**config.mk**
```make
export PLATFORM = sky130hd
export DESIGN_NAME = div_sequencer
export DESIGN_NICKNAME = d
export VERILOG_FILES = /design/src/rtl/div_pkg.sv /design/src/rtl/div_datapath.sv /design/src/rtl/div_sequencer.sv
export SDC_FILE = /design/constraint.sdc
export NUM_CORES = 1
export LEC_CHECK = 0
export CAP_MARGIN = 40
export CORE_ASPECT_RATIO = 1.2
export CORE_UTILIZATION = 59
export DETAILED_ROUTE_END_ITERATION = 6
export PLACE_DENSITY = 0.83
export SYNTH_ARGS = -nofsm -noshare
export SYNTH_HDL_FRONTEND = slang
export SYNTH_SLANG_ARGS = --single-unit
```
**constraint.sdc**
```tcl
create_clock -name Clk -period 2.5 [get_ports Clk]
set_input_delay 0.25 -clock Clk [delete_from_list [all_inputs] [get_ports Clk]]
set_output_delay 0.25 -clock Clk [all_outputs]
set_load 0.02 [all_outputs]
```
**src/rtl/div_pkg.sv**
```systemverilog
// Shared types and constants for the program-1 divide sequencer.
// Optional rounding state is enabled by defining DIV_ROUND_EN.
package div_pkg;

  typedef enum logic [3:0] {
    ST_IDLE,
    ST_RD0,
    ST_RD1,
    ST_RD2,
    ST_CHK,
    ST_DIV,
    ST_RND,
    ST_WR4,
    ST_WR5,
    ST_WR6,
    ST_DONE
  } div_state_e;

  localparam int ADDR_DVD_HI = 0;
  localparam int ADDR_DVD_LO = 1;
  localparam int ADDR_DVS    = 2;
  localparam int ADDR_RES0   = 4;

  localparam int FRAC_BITS = 8;
  localparam int RES_W     = 24;

  localparam logic [RES_W-1:0] DIV_ZERO_RESULT = 24'hFFFFFF;

  // Byte idx of the result, 0 = most significant.
  function automatic logic [7:0] res_byte(input logic [RES_W-1:0] r, input int idx);
    logic [RES_W-1:0] sh;
    sh = r >> (8 * (2 - idx));
    return sh[7:0];
  endfunction

endpackage

```
**src/rtl/div_datapath.sv**
```systemverilog
// Restoring-divide datapath: remainder, numerator and quotient registers
// with load / step / round controls driven by div_sequencer.
module div_datapath
  import div_pkg::*;
(
  input  logic             clk,
  input  logic             rst_n,
  input  logic             load,
  input  logic             step,
  input  logic             round,
  input  logic [15:0]      dividend,
  input  logic [7:0]       divisor,
  output logic [RES_W-1:0] quotient
);

  logic [8:0]       rem_reg;
  logic [RES_W-1:0] num_reg;
  logic [RES_W-1:0] quo_reg;

  logic [8:0] rem_shift;
  logic [8:0] rem_sub;
  logic       fits;
  logic       round_up;

  always_comb begin
    rem_shift = {rem_reg[7:0], num_reg[RES_W-1]};
    rem_sub   = rem_shift - {1'b0, divisor};
    fits      = rem_shift >= {1'b0, divisor};
    // Round half up: the discarded fraction is rem/divisor.
    round_up  = {rem_reg, 1'b0} >= {2'b00, divisor};
  end

  always_ff @(posedge clk or negedge rst_n) begin
    if (!rst_n) begin
      rem_reg <= '0;
      num_reg <= '0;
      quo_reg <= '0;
    end else if (load) begin
      rem_reg <= '0;
      num_reg <= {dividend, {FRAC_BITS{1'b0}}};
      quo_reg <= (divisor == 8'd0) ? DIV_ZERO_RESULT : '0;
    end else if (step) begin
      num_reg <= {num_reg[RES_W-2:0], 1'b0};
      rem_reg <= fits ? rem_sub : rem_shift;
      quo_reg <= {quo_reg[RES_W-2:0], fits};
    end else if (round && round_up) begin
      quo_reg <= quo_reg + 1'b1;
    end
  end

  assign quotient = quo_reg;

endmodule

```
**src/rtl/div_sequencer.sv**
```systemverilog
// Start/Ack launched sequencer: read operands, restoring divide, write result.
// Define DIV_ROUND_EN to add a round-half-up cycle after the divide.
module div_sequencer
  import div_pkg::*;
#(
  parameter int AW   = 8,
  parameter int ITER = 24
) (
  input  logic          Clk,
  input  logic          Reset,
  input  logic          Start,
  output logic          Ack,
  output logic          Busy,
  output logic [AW-1:0] MemAddr,
  input  logic [7:0]    MemRdData,
  output logic          MemWrEn,
  output logic [7:0]    MemWrData
);

  localparam int CW = $clog2(ITER + 1);

  div_state_e       state_reg, state_next;
  logic             start_q_reg;
  logic [15:0]      dvd_reg;
  logic [7:0]       dvs_reg;
  logic [CW-1:0]    cnt_reg;
  logic             load, step, round;
  logic [RES_W-1:0] quotient;

  always_ff @(posedge Clk or negedge Reset) begin
    if (!Reset) begin
      state_reg   <= ST_IDLE;
      start_q_reg <= 1'b0;
      dvd_reg     <= '0;
      dvs_reg     <= '0;
      cnt_reg     <= '0;
    end else begin
      state_reg   <= state_next;
      start_q_reg <= Start;
      if (state_reg == ST_RD0) dvd_reg[15:8] <= MemRdData;
      if (state_reg == ST_RD1) dvd_reg[7:0]  <= MemRdData;
      if (state_reg == ST_RD2) dvs_reg       <= MemRdData;
      if (state_reg == ST_CHK) cnt_reg <= '0;
      else if (state_reg == ST_DIV) cnt_reg <= cnt_reg + 1'b1;
    end
  end

  always_comb begin
    state_next = state_reg;
    load       = 1'b0;
    step       = 1'b0;
    round      = 1'b0;
    Ack        = 1'b0;
    Busy       = 1'b1;
    MemAddr    = '0;
    MemWrEn    = 1'b0;
    MemWrData  = '0;
    case (state_reg)
      ST_IDLE: begin
        Busy = 1'b0;
        if (start_q_reg && !Start) state_next = ST_RD0;
      end
      ST_RD0: begin
        MemAddr    = AW'(ADDR_DVD_HI);
        state_next = ST_RD1;
      end
      ST_RD1: begin
        MemAddr    = AW'(ADDR_DVD_LO);
        state_next = ST_RD2;
      end
      ST_RD2: begin
        MemAddr    = AW'(ADDR_DVS);
        state_next = ST_CHK;
      end
      ST_CHK: begin
        load       = 1'b1;
        state_next = (dvs_reg == 8'd0) ? ST_WR4 : ST_DIV;
      end
      ST_DIV: begin
        step = 1'b1;
        if (cnt_reg == CW'(ITER - 1)) begin
`ifdef DIV_ROUND_EN
          state_next = ST_RND;
`else
          state_next = ST_WR4;
`endif
        end
      end
`ifdef DIV_ROUND_EN
      ST_RND: begin
        round      = 1'b1;
        state_next = ST_WR4;
      end
`endif
      ST_WR4: begin
        MemAddr    = AW'(ADDR_RES0);
        MemWrEn    = 1'b1;
        MemWrData  = res_byte(quotient, 0);
        state_next = ST_WR5;
      end
      ST_WR5: begin
        MemAddr    = AW'(ADDR_RES0 + 1);
        MemWrEn    = 1'b1;
        MemWrData  = res_byte(quotient, 1);
        state_next = ST_WR6;
      end
      ST_WR6: begin
        MemAddr    = AW'(ADDR_RES0 + 2);
        MemWrEn    = 1'b1;
        MemWrData  = res_byte(quotient, 2);
        state_next = ST_DONE;
      end
      ST_DONE: begin
        Busy = 1'b0;
        Ack  = 1'b1;
        if (Start) state_next = ST_IDLE;
      end
      default: begin
        Busy       = 1'b0;
        state_next = ST_IDLE;
      end
    endcase
    // A Start pulse while busy abandons the job.
    if (Busy && Start) state_next = ST_IDLE;
  end

  div_datapath u_datapath (
    .clk      (Clk),
    .rst_n    (Reset),
    .load     (load),
    .step     (step),
    .round    (round),
    .dividend (dvd_reg),
    .divisor  (dvs_reg),
    .quotient (quotient)
  );

endmodule

```
=== Yosys cells after proc, flatten, opt, wreduce, memory -nomap -nowiden ===
Index checks and enable logic that the tools add are counted.

* Flip-flop bits (word level): 90
* Bits of input ports: 11
* Output and inout port bits: 19
* Logic and storage cells: 58

* Add/subtract/negate cells: 2
* $lt $le $gt $ge: 1
* Equal/unequal tests: 13
* Muxes and demuxes: 23
* Reductions and logical operators: 10

{| class="wikitable"
|+ Operator list
! kind !! number
|-
| $mux W24 || 5
|-
| $pmux W4 S10 || 1
|-
| $mux W8 || 3
|-
| $pmux W8 S3 || 1
|-
| $mux W4 || 4
|-
| $pmux W3 S5 || 1
|-
| $eq A4 B3 Y1 const B || 3
|-
| $eq A4 B4 Y1 const B || 3
|-
| $mux W5 || 2
|-
| $ge A9 B8 Y1 || 1
|-
| $eq A4 B2 Y1 const B || 2
|-
| $logic_not A8 Y1 || 1
|-
| $reduce_or A8 Y1 || 1
|-
| $sub A8 B8 Y8 || 1
|-
| $ne A3 B3 Y1 const B || 2
|-
| $add A5 B1 Y5 const B || 1
|-
| $eq A5 B5 Y1 const B || 1
|-
| $mux W1 || 5
|-
| $eq A4 B1 Y1 const B || 1
|-
| $logic_not A4 Y1 || 1
|-
| $reduce_bool A2 Y1 || 2
|-
| $ne A3 B1 Y1 const B || 1
|-
| $reduce_and A3 Y1 || 1
|-
| $reduce_or A3 Y1 || 1
|-
| other kinds (3) || 4
|}

=== Longest topological paths before layout ===
* Depth after elaboration: 6
* Gate-level depth with buffers: 9
* Mapped depth without buffers: 8

=== Hierarchy ===
Synthesis repeated with hierarchy kept, for this count alone.

* Cells, all modules: 521
* Area, all modules: 5047.3 sq um

{| class="wikitable"
|+ By module, submodules not included
! module !! instances !! cells an instance !! area each (sq um) !! sequential area each (sq um)
|-
| div_datapath || 1 || 381 || 3304.4 || 1226.2
|-
| div_sequencer || 1 || 140 || 1742.9 || 850.8
|}

=== Worst setup path after synthesis ===
Ideal clock, no wire load.

* Path kind: reg-to-output
* Start point: reg state_reg[3]
* End point: out MemWrData[1]
* Arrival time: 1638 ps
* Required time: 2250 ps
* Path slack: 612 ps
* Stages on the path, launching flop included: 6
* Buffers on the path: 2
* Cells stage by stage: dfrtp_1 > buf_2 > nand2_1 > or2_2 > clkbuf_1 > o21ai_0

* Cells in the longest elaborated chain, start to end: 2
* Elaborated cells on any way between the ends: 4
* Classes of those cells: 3 x eq/ne; 1 x mux

{| class="wikitable"
|+ Ends and longest elaborated chain
! what !! line !! RTL
|-
| start, declared || div_sequencer.sv:22 || <nowiki>div_state_e state_reg, state_next;</nowiki>
|-
| start signal, assigned || div_sequencer.sv:38 || <nowiki>state_reg <= state_next;</nowiki>
|-
| $eq A4 B4 Y1 / $eq A4 B3 Y1 (equally long branches) || div_sequencer.sv:58 || <nowiki>case (state_reg)</nowiki>
|-
| $pmux W8 S3 (*) || div_sequencer.sv:58 ||
|-
| end, declared || div_sequencer.sv:17 || <nowiki>output logic [7:0] MemWrData</nowiki>
|}

Mark *: on every way between the ends. The rest lies on a longest branch, timed or not.

=== Worst setup path after layout ===
* Start point: reg state_reg[3]
* End point: out Busy

* Cells in the longest elaborated chain, start to end: 3
* Elaborated cells on any way between the ends: 10
* Classes of those cells: 8 x eq/ne; 1 x mux; 1 x reduce/logical

{| class="wikitable"
|+ Ends and longest elaborated chain
! what !! line !! RTL
|-
| $eq A4 B1 Y1 (tied with other cells) || div_sequencer.sv:58 ||
|-
| $reduce_or A8 Y1 (no line) (*) || - ||
|-
| $mux W1 (*) || div_sequencer.sv:58 ||
|-
| end, declared || div_sequencer.sv:13 || <nowiki>output logic Busy,</nowiki>
|}

Marks and branches as above.

==> impl_results.md <==
- Relative slew slack: 60.2%
- Fraction of registers with async set/reset: 100%
- Initial antenna violation count: 0
- Max-cap viol count: 0
- Vias in the first global route: roughly 3100
- Initial Utilization: between 60% and 70%
- I/O pin total: 30
- Worst VDD drop: about 670 uV
- Core area: around 0.0069 mm2
- GRT Residual Overflow: 0
- Clock transition at the registers of the reported paths: about 0.10 ns
- Final Net Count: approximately 490
- Worst-margin pin slew: slightly below 0.6 ns
- CP peak stage delay: between 0.6 and 0.7 ns
- CP endpoint kind: primary output
- Critical-path cell list: buf_4 > xnor2_1 > o22ai_1 > clkdlybuf4s50_1
- Final Critical Period: 2.44 ns
- Syn Inst Count: about 440
- Register area share after synthesis: about half
- Non-Filler Instances: roughly 560
- First-pass GRT wire length: 14.4 mm
- CP startpoint kind: flip-flop
- Finished Cell Area: approximately 0.0048 mm2
- Max Root-Sink Buffers: 2
- Die width: roughly 80 um
- Grt met2 use: between 40% and 50%
- Top_reg_cell synth: dfrtp_1
- Power Dens Cells: ~1200 mW/mm2
- Fmax: 411 MHz
- H-tree depth: 3
- Slowest cell on crit path: clkdlybuf4s50_1
- Util after Layout: a little over two thirds
- Antenna viol nets, final: 0
- Cts bufs inserted: 9
- Delay-heaviest family, CP: buffers and inverters
- Max reg flops: 24
- Post-synth cell types: 53
- Die height: about 94 um
- Leak: ~2.2 nW
- Final WL: 8.91 mm
- Pre-CTS setup slack: 0.284 ns
- 1st-iter DRT viols: 215
- Hpwl dp: between 6 and 7 mm
- Max Clock Skew: approximately 0.011 ns
- Status: finished clean
- Number of synthesized flops with an enable pin: 0
- #FFs+latches synth: between 80 and 90
- Arr. time, crit path: 2.19 ns
- Detailed Routing Iterations Pass 1: 5
- Yosys warns: 0
- PortBufs: 24
- # fillers: 521
- Largest net degree at the start of global routing: 47
- Routed vias: ~3200
- M3 GR Usage: 5.53%
- Avg Cell Area, Syn: ~9.6 um2
- Die area: between 0.007 and 0.008 mm2
- GRT Total Usage: between 20% and 30%
- Vias per inst: just under 6
- Buffers & Inverters on Critical Path: 2
- Netlist Area Pre-Place: around 0.0042 mm2
- Hold Vio Cnt, Final: 0
- Core Rows: 33
- Final-report setup violation count: 0
- Clock sink total: 82
- DR WL/cell: 16.0 um
- Hold crit path type: primary input to asynchronous set/reset pin
- TritonCTS clock tree: yes
- Fin crit share: a little over nine tenths
- Drt drc: 0
- Most Crowded Layer GR: met2
- Layout cell share with drive strength beyond 1: approximately 14%
- Placed Instance Area: approximately 0.0045 mm2
- Grt met1 use: 31.3%
- GP Congestion: approximately 0.9
- Crit Path Category: flip-flop to primary output
- Synthesis-to-layout area growth: 14.1%
- Slew Limit Fails: 0
- Critical Path Fanout Max: 10
- Setup ws final: about 0.065 ns
- WP data required: ~2.3 ns
- Placed insts: around 540
- Clock root buffer: clkbuf_8
- Hold slack: ~0.38 ns
- Antenna Cells: 0
- Clock Latency Late Sink: 0.37 ns
power by group:
| part | internal (mW) | switching [mW] |
|---|---|---|
| combinational | 1.07 | 1.34 |
| sequential | 1.88 | 0.372 |
| clock | 0.585 | 0.552 |
| total | 3.54 | 2.27 |
worst paths after layout:
path	endpoint	start	slack (ns)	depth (start not counted)
setup / recovery	Busy	state_reg[3]	0.06	4
max in group asynchronous	u_datapath.quotient[13]	Reset	1.51	3
hold / removal	start_q_reg	Reset	0.38	2
min in group Clk	start_q_reg	Start	0.48	1
hold reg to reg	u_datapath.num_reg[8]	u_datapath.num_reg[8]	0.51	2
setup reg to reg	u_datapath.rem_reg[4]	dvs_reg[2]	0.31	8
worst register-to-register path, cell delays in order (launching register included):
cell     delay, ns
dfrtp_1       0.36
inv_1         0.07
ha_1          0.38
a21oi_1       0.20
o21ai_0       0.15
a21oi_2       0.41
buf_4         0.25
mux2i_1       0.18
o21ai_0       0.08
layout by cell type (no fill, tap or decap), types with 3 or more instances in the layout:
master and instances:
a21boi_0 8, a22o_1 3, xnor2_1 3, inv_1 16, o21ai_0 28, mux2i_1 22
nor2b_1 5, clkbuf_8 9, dlygate4sd2_1 10, dfrtp_1 81, conb_1 5, nand3_1 7
mux2_2 19, clkdlybuf4s50_1 12, a32oi_1 3, a21oi_1 49, ha_1 9, nand2_1 58
buf_4 19, nor2_1 49, nor3_1 5
per-stage QoR:
stage | setup TNS, ns | power [mW]
6_report | 0 | 5.80
3_3_place_gp | 0 | 4.54
4_1_cts | 0 | 5.78
3_5_place_dp | 0 | 4.66
5_1_grt | -0.00188 | 6.18
2_1_floorplan | 0 | 3.93
final cells by class:
class / instances / area, um2 / share of cell area [%]
Sequential cell: 82 / 2050 / 43.0
Multi-Input combinational cell: 310 / 1920 / 40.2
Timing Repair Buffer: 44 / 393 / 8.22
Clock buffer: 9 / 124 / 2.59
Clock inverter: 7 / 109 / 2.28
Tap cell: 87 / 109 / 2.28
Inverter: 18 / 67.6 / 1.41
kinds of logic (layout without fill, tap and decap cells):
group	after synthesis	after routing	share of synthesized area [%]
AO/OA/AOI/OAI	110	110	16.2
flip-flops	82	82	49.0
other	1	5	0.0896
AND/OR/NAND/NOR	139	139	14.4
buffers and inverters	47	78	5.71
multiplexers	41	41	10.4
XOR/XNOR	5	5	1.05
adder cells (fa/ha/maj)	10	10	3.17
cells in the mapped netlist (all sizes together) (2+ instances only):
| master | n | area [um2] |
|---|---|---|
| nor2b | 5 | 31.3 |
| xnor2 | 3 | 26.3 |
| clkbuf | 9 | 35.0 |
| nor3 | 7 | 45.0 |
| a21oi | 51 | 263 |
| and3 | 2 | 12.5 |
| dfrtp | 82 | 2050 |
| nor2 | 50 | 190 |
| a21boi | 8 | 60.1 |
| a22o | 3 | 26.3 |
| xor2 | 2 | 17.5 |
| o31ai | 2 | 15.0 |
| ha | 9 | 113 |
| mux2i | 22 | 220 |
| nor4 | 2 | 12.5 |
| nand2 | 58 | 218 |
| buf | 20 | 136 |
| o22ai | 2 | 12.5 |
| o21ai | 29 | 145 |
| mux2 | 19 | 214 |
| a32oi | 3 | 26.3 |
| nand3b | 2 | 15.0 |
| nand3 | 7 | 35.0 |
| a31oi | 2 | 27.5 |
| inv | 18 | 67.6 |
per-layer routing:
metal,vias up,part of all wire (%)
li1,1549,-
met1,1584,42
met2,85,51
met3,20,3.7
met4,0,2.5
met5,-,0
timing repair:
item / CTS / global route
resized for setup: 11 / 1
endpoints found under the setup margin: 12 / 2
hold endpoints to repair: 36 / 0
hold buffers: 1 / 0
setup buffers: 0 / 3
pin swaps: 0 / 0
Note: power is estimated with default switching activity, not from simulation.
